### src/rtl/led_pattern_player_pkg.sv
// Shared constants for the LED pattern player: FSM encodings, direction values
// and default geometry of the pattern ROM and step timer.
package led_pattern_player_pkg;

  localparam logic [1:0] ST_IDLE = 2'd0;
  localparam logic [1:0] ST_PLAY = 2'd1;
  localparam logic [1:0] ST_HOLD = 2'd2;

  localparam logic DIR_FWD = 1'b0;
  localparam logic DIR_REV = 1'b1;

  localparam int NUM_PATTERNS_DEF = 18;
  localparam int ADDR_W_DEF       = 5;
  localparam int DATA_W_DEF       = 10;
  localparam int BASE_DIV_DEF     = 12_500_000;
  localparam int SPEED_W          = 2;

  // Counter width able to hold the slowest period, BASE_DIV << 3.
  function automatic int period_width(input int base_div);
    return $clog2((base_div << ((1 << SPEED_W) - 1)) + 1);
  endfunction

endpackage

### src/rtl/led_pattern_player_if.sv
// Board-side controls, ROM bus and LED outputs of the pattern player.
// slave = the player itself, master = whatever drives controls and the ROM.
interface led_pattern_player_if #(
  parameter int ADDR_W = 5,
  parameter int DATA_W = 10
);

  logic              run;
  logic              step;
  logic              restart;
  logic              dir;
  logic [1:0]        speed;
  logic [ADDR_W-1:0] rom_addr;
  logic [DATA_W-1:0] rom_data;
  logic [DATA_W-1:0] led;
  logic              step_tick;
  logic              wrap;

  modport master (
    output run, step, restart, dir, speed, rom_data,
    input  rom_addr, led, step_tick, wrap
  );

  modport slave (
    input  run, step, restart, dir, speed, rom_data,
    output rom_addr, led, step_tick, wrap
  );

endinterface

### src/rtl/led_pattern_player_step_prescaler.sv
// Step timer: counts 0..period-1 while enabled and flags the terminal count.
// The compare is against the live period so a speed change acts at once.
module step_prescaler #(
  parameter int CNT_W = 6
) (
  input  logic             clk,
  input  logic             rst_n,
  input  logic             clr,
  input  logic             en,
  input  logic [CNT_W-1:0] period,
  output logic             terminal
);

  logic [CNT_W-1:0] count;

  // ">=" rather than "==" so a shortened period never lets the count run past it.
  assign terminal = (count >= (period - CNT_W'(1)));

  // NOTE: sequential state is updated with <= so every flop samples pre-edge values.
  always_ff @(posedge clk) begin
    if (!rst_n) begin
      count <= '0;
    end else if (clr) begin
      count <= '0;
    end else if (en) begin
      count <= terminal ? '0 : count + CNT_W'(1);
    end
  end

endmodule

### src/rtl/led_pattern_player.sv
// Plays a combinational pattern ROM onto the LEDs: run/hold/step/restart FSM,
// wrapping address counter driven by the step timer, and a registered LED stage.
module led_pattern_player
  import led_pattern_player_pkg::*;
#(
  parameter int NUM_PATTERNS = NUM_PATTERNS_DEF,
  parameter int ADDR_W       = ADDR_W_DEF,
  parameter int DATA_W       = DATA_W_DEF,
  parameter int BASE_DIV     = BASE_DIV_DEF
) (
  input  logic                 clk,
  input  logic                 rst_n,
  led_pattern_player_if.slave  bus
);

  localparam int              CNT_W     = period_width(BASE_DIV);
  localparam logic [ADDR_W-1:0] LAST_ADDR = ADDR_W'(NUM_PATTERNS - 1);

  logic [1:0]        state;
  logic [CNT_W-1:0]  period;
  logic              pre_en;
  logic              pre_clr;
  logic              terminal;
  logic              advance;
  logic              at_end;
  logic [ADDR_W-1:0] next_addr;

  assign period = CNT_W'(BASE_DIV) << bus.speed;

  step_prescaler #(
    .CNT_W (CNT_W)
  ) u_prescaler (
    .clk      (clk),
    .rst_n    (rst_n),
    .clr      (pre_clr),
    .en       (pre_en),
    .period   (period),
    .terminal (terminal)
  );

  // NOTE: every always_comb output gets a default first, so no path can infer a latch.
  always_comb begin
    pre_en    = 1'b0;
    advance   = 1'b0;
    at_end    = 1'b0;
    next_addr = bus.rom_addr;

    if (!bus.restart) begin
      pre_en  = (state == ST_PLAY) && bus.run;
      advance = ((state == ST_PLAY) && bus.run && terminal) ||
                ((state == ST_HOLD) && !bus.run && bus.step);
    end

    if (bus.dir == DIR_FWD) begin
      at_end    = (bus.rom_addr == LAST_ADDR);
      next_addr = at_end ? '0 : bus.rom_addr + ADDR_W'(1);
    end else begin
      at_end    = (bus.rom_addr == '0);
      next_addr = at_end ? LAST_ADDR : bus.rom_addr - ADDR_W'(1);
    end
  end

  // Prescaler is held at zero whenever it is not actively timing a PLAY step.
  assign pre_clr = !pre_en;

  always_ff @(posedge clk) begin
    if (!rst_n) begin
      state <= ST_IDLE;
    end else if (bus.restart) begin
      state <= ST_IDLE;
    end else begin
      case (state)
        ST_IDLE: if (bus.run)  state <= ST_PLAY;
        ST_PLAY: if (!bus.run) state <= ST_HOLD;
        ST_HOLD: if (bus.run)  state <= ST_PLAY;
        default:               state <= ST_IDLE;
      endcase
    end
  end

  always_ff @(posedge clk) begin
    if (!rst_n) begin
      bus.rom_addr  <= '0;
      bus.led       <= '0;
      bus.step_tick <= 1'b0;
      bus.wrap      <= 1'b0;
    end else begin
      bus.led       <= (state == ST_IDLE) ? '0 : bus.rom_data;
      bus.step_tick <= advance;
      bus.wrap      <= advance && at_end;
      if (bus.restart || (state == ST_IDLE)) begin
        bus.rom_addr <= '0;
      end else if (advance) begin
        bus.rom_addr <= next_addr;
      end
    end
  end

  a_addr_in_range : assert property (@(posedge clk) disable iff (!rst_n)
    int'(bus.rom_addr) < NUM_PATTERNS);

  a_wrap_with_tick : assert property (@(posedge clk) disable iff (!rst_n)
    bus.wrap |-> bus.step_tick);

endmodule
### src/flat_wrapper.sv
// flat-port wrapper written by rule: the top's interface ports become plain ports
module led_pattern_player_flat import led_pattern_player_pkg::*;
#(
  parameter int NUM_PATTERNS = NUM_PATTERNS_DEF,
  parameter int ADDR_W       = ADDR_W_DEF,
  parameter int DATA_W       = DATA_W_DEF,
  parameter int BASE_DIV     = BASE_DIV_DEF
)
  (clk, rst_n, bus_run, bus_step, bus_restart, bus_dir, bus_speed, bus_rom_data, bus_rom_addr, bus_led, bus_step_tick, bus_wrap);
  led_pattern_player_if #(.ADDR_W(ADDR_W), .DATA_W(DATA_W)) bus_i ();
  input  logic clk;
  input  logic rst_n;
  input wire logic [$bits(bus_i.run)-1:0] bus_run;
  input wire logic [$bits(bus_i.step)-1:0] bus_step;
  input wire logic [$bits(bus_i.restart)-1:0] bus_restart;
  input wire logic [$bits(bus_i.dir)-1:0] bus_dir;
  input wire logic [$bits(bus_i.speed)-1:0] bus_speed;
  input wire logic [$bits(bus_i.rom_data)-1:0] bus_rom_data;
  output wire logic [$bits(bus_i.rom_addr)-1:0] bus_rom_addr;
  output wire logic [$bits(bus_i.led)-1:0] bus_led;
  output wire logic [$bits(bus_i.step_tick)-1:0] bus_step_tick;
  output wire logic [$bits(bus_i.wrap)-1:0] bus_wrap;
  assign bus_i.run = bus_run;
  assign bus_i.step = bus_step;
  assign bus_i.restart = bus_restart;
  assign bus_i.dir = bus_dir;
  assign bus_i.speed = bus_speed;
  assign bus_i.rom_data = bus_rom_data;
  assign bus_rom_addr = bus_i.rom_addr;
  assign bus_led = bus_i.led;
  assign bus_step_tick = bus_i.step_tick;
  assign bus_wrap = bus_i.wrap;
  led_pattern_player #(.NUM_PATTERNS(NUM_PATTERNS), .ADDR_W(ADDR_W), .DATA_W(DATA_W), .BASE_DIV(BASE_DIV)) u_core (.clk(clk), .rst_n(rst_n), .bus(bus_i));
endmodule
### config.mk
export PLATFORM = sky130hd
export DESIGN_NAME = led_pattern_player_flat
export DESIGN_NICKNAME = d
export VERILOG_FILES = /design/src/rtl/led_pattern_player_pkg.sv /design/src/rtl/led_pattern_player_if.sv /design/src/rtl/led_pattern_player_step_prescaler.sv /design/src/rtl/led_pattern_player.sv /design/src/flat_wrapper.sv
export SDC_FILE = /design/constraint.sdc
export NUM_CORES = 1
export LEC_CHECK = 0
export CORE_MARGIN = 1
export CORE_UTILIZATION = 57
export DETAILED_ROUTE_END_ITERATION = 12
export PLACE_DENSITY = 0.81
export SYNTH_ARGS = -nofsm -noshare
export SYNTH_HDL_FRONTEND = slang
export SYNTH_HIERARCHICAL = 1
export SYNTH_SLANG_ARGS = --single-unit
### constraint.sdc
create_clock -name clk -period 5.79 [get_ports clk]
set_clock_uncertainty 0.15 [all_clocks]
set_input_delay 1.158 -clock clk [delete_from_list [all_inputs] [get_ports clk]]
set_output_delay 1.158 -clock clk [all_outputs]
set_load 0.05 [all_outputs]
==> run metrics <==
Antenna diodes 0; Nets 499; CP Capture Type register; area grow syn2layout 20.2%; top post-synthesis cells by area dfxtp_1 (29%), ha_1 (13%), xnor2_1 (9.1%); placed wire-length estimate 5.22 mm; Worst Tran Pin Value 1.03 ns; Worst path slowest cell a21boi_2; Slew Viols, Final 0; vias per cell 5.56; setup TNS 0 ns; first-pass GRT wire length 11.7 mm; Pleak 1.45 nW; Logic pwr share 10.9%; Routed Antenna Nets 0; hold crit path type reg -> reg; EDFF count, synth 0; die area 5900 sq um; grt total ovfl 0; vias in the first global route 2673; Net Sw Frac 23.3%; fmax 196 MHz; Final Hold Violating Endpoints 0; GR met3 Demand/Resource 5.36%; Final setup viols 0; clk_lat worst skew 0.30 ns; Initial Utilization 60.9%; kind of critical path in -> reg; initial antenna violation count 0; Post-synth ARST share 0%; Clock Power Share 38.0%; Top FF cell, synth dfxtp_1; sequential area share after synthesis 28.9%; CP max FO 23; I/O pin cnt 35; CTS Buffer Depth 2; area leader, netlist dfxtp_1; Max VDD drop 0.159 mV; Routed WL 6.77 mm; Yosys warning count 6; sequential share of power 51.2%; met2 GRT Util 41.4%; cts hold-fix bufs 0; average cell area after synthesis 8.39 sq um; Max-slew headroom 31.1%; RSZ-0062 raised after global routing no; Port Buf Inserts 34; CTS tree built; critical path data required time 5.78 ns; Cell Chain, Critical Path clkdlybuf4s50_1 -> inv_1 -> nand2_1 -> inv_1 -> or4_1 -> or3_1 -> xor2_1 -> ha_1 -> nand2_1 -> nor3b_1 -> o41ai_1 -> buf_4 -> a21boi_2 -> nor3_1; Via Count 2884; Post-CTS Setup Inserts 0; count leader, synth dfxtp_1; Worst-path clk slew 0.09 ns; worst r2r src u_core/u_prescaler/count[18]; P_sw 0.145 mW; Internal Power 0.478 mW; Total GRT Usage 24.1%; Initial DRC Count 115; Resized Gates After CTS 0; Pwr per Cell Area 162 nW/um^2; # H-tree levels 2; Synth Instances 380; routed length per instance 13.0 um; layout cell share with drive strength beyond 1 5.35%; Yosys reg bits 46; clock sinks 46; CP max stage delay 0.81 ns; DR DRC count 0; Fin Hold WS 0.409 ns; gpl congestion 0.847; Rows 26; synth cell count leaders dfxtp_1 (46), ha_1 (33), xnor2_1 (33); die width 76.8 um; Root Buffer Master clkbuf_8; CTS Buf Count 5; max cap viols 0; layer with the highest usage met2; Worst Setup SP bus_speed[0]; Power, Total 0.623 mW; Synth top area share 28.9%; Worst setup SP type primary input; min-delay src u_core/u_prescaler/count[26]; synthesized cell area 3190 sq um; count of cell types in the netlist 52; Core ar. 5240 sq um; outcome finished clean; drt pass-1 iters 4; Arrival @ worst endpoint 5.10 ns; Tmin final 5.11 ns; Die Y-Extent 76.8 um; period utilization 88.2%; met1 GRT Util 30.5%; largest net degree at the start of global routing 26
==> placed cells by master, fill, tap and decap left out, types with 3 or more instances in the layout <==
cell / count
or2_2: 3
buf_4: 3
and4_1: 3
nor3_1: 32
nor4_1: 9
a21oi_1: 17
clkbuf_8: 5
nand4_1: 13
xor2_1: 16
clkdlybuf4s50_1: 34
or3_1: 5
a21o_1: 4
and2_1: 11
nand2_1: 27
a31oi_1: 5
nand3_1: 13
nand2b_1: 6
o21ai_0: 8
dfxtp_1: 46
nor2_1: 21
and3_1: 7
ha_1: 33
xnor2_1: 33
a211oi_1: 3
inv_1: 15
nor2b_1: 4
nand4b_1: 3
or4_1: 3
conb_1: 36
==> logic make-up after synthesis <==
| kind of cell | count (synthesis) | share of synthesized area (%) |
|---|---|---|
| and+or+nand+nor | 174 | 30.8 |
| AOI/OAI and AO/OA | 49 | 9.93 |
| xor gates and xnor gates | 49 | 13.5 |
| DFF | 46 | 28.9 |
| adders and majority gates | 33 | 12.9 |
| buffers and inverters | 25 | 3.10 |
| other | 2 | 0.235 |
| muxes | 2 | 0.628 |
==> state kept, by name, summed over array words and instances, names as in the netlist <==
signal,flops
u_core/u_prescaler/count,27
u_core/state,2
u_core/bus.wrap,1
u_core/bus.rom_addr,5
u_core/bus.led,10
u_core/bus.step_tick,1
==> path summary, 6_finish.rpt <==
check	cells past startpoint	endpoint	slack, ns
max	14	u_core/u_prescaler/count[24]	0.68
min	2	u_core/u_prescaler/count[26]	0.41
max reg2reg	8	u_core/u_prescaler/count[24]	2.84
min reg2reg	2	u_core/u_prescaler/count[26]	0.41
==> metal layers <==
metal	routed length, um	share of wire [%]
met5	0	0
met4	48	0.71
met3	305	4.5
met2	3270	48
met1	3140	46
==> power groups by stage <==
| stage | Combinational, mW | Clock, mW | Sequential [mW] |
|---|---|---|---|
| detailed placement | 0.0661 | 0 | 0.326 |
| floorplan | 0.0380 | 0 | 0.331 |
| global placement | 0.0644 | 0 | 0.326 |
| CTS | 0.0666 | 0.242 | 0.319 |
| finish | 0.0676 | 0.237 | 0.319 |
| global route | 0.0757 | 0.256 | 0.319 |
==> metrics by stage <==
stage	utilization, %	std cells	cell area [sq um]	setup WS (ns)
after floorplan	-	414	3320	1.15
after global placement	71.1	511	3720	0.544
after detailed placement	71.1	511	3720	0.375
after CTS	73.2	519	3830	0.691
after global routing	73.2	519	3830	0.314
final	73.2	519	3830	0.683
==> critical path: cells and delay by family <==
| kind | cells | cell delay (ns) |
|---|---|---|
| buf+inv | 4 | 1.12 |
| xor+xnor | 1 | 0.18 |
| compound gates | 2 | 0.93 |
| fa+ha+maj | 1 | 0.14 |
| simple gates | 6 | 1.56 |
==> final cells by class <==
cell class / count / area, sq um
Clock buffer: 6 / 72.6
Clock inverter: 2 / 37.5
Fill cell: 426 / 1400
Inverter: 15 / 56.3
Multi-Input combinational cell: 343 / 2300
Sequential cell: 46 / 921
Tap cell: 70 / 87.6
Timing Repair Buffer: 37 / 363
Note: power is estimated with default switching activity, not from simulation.
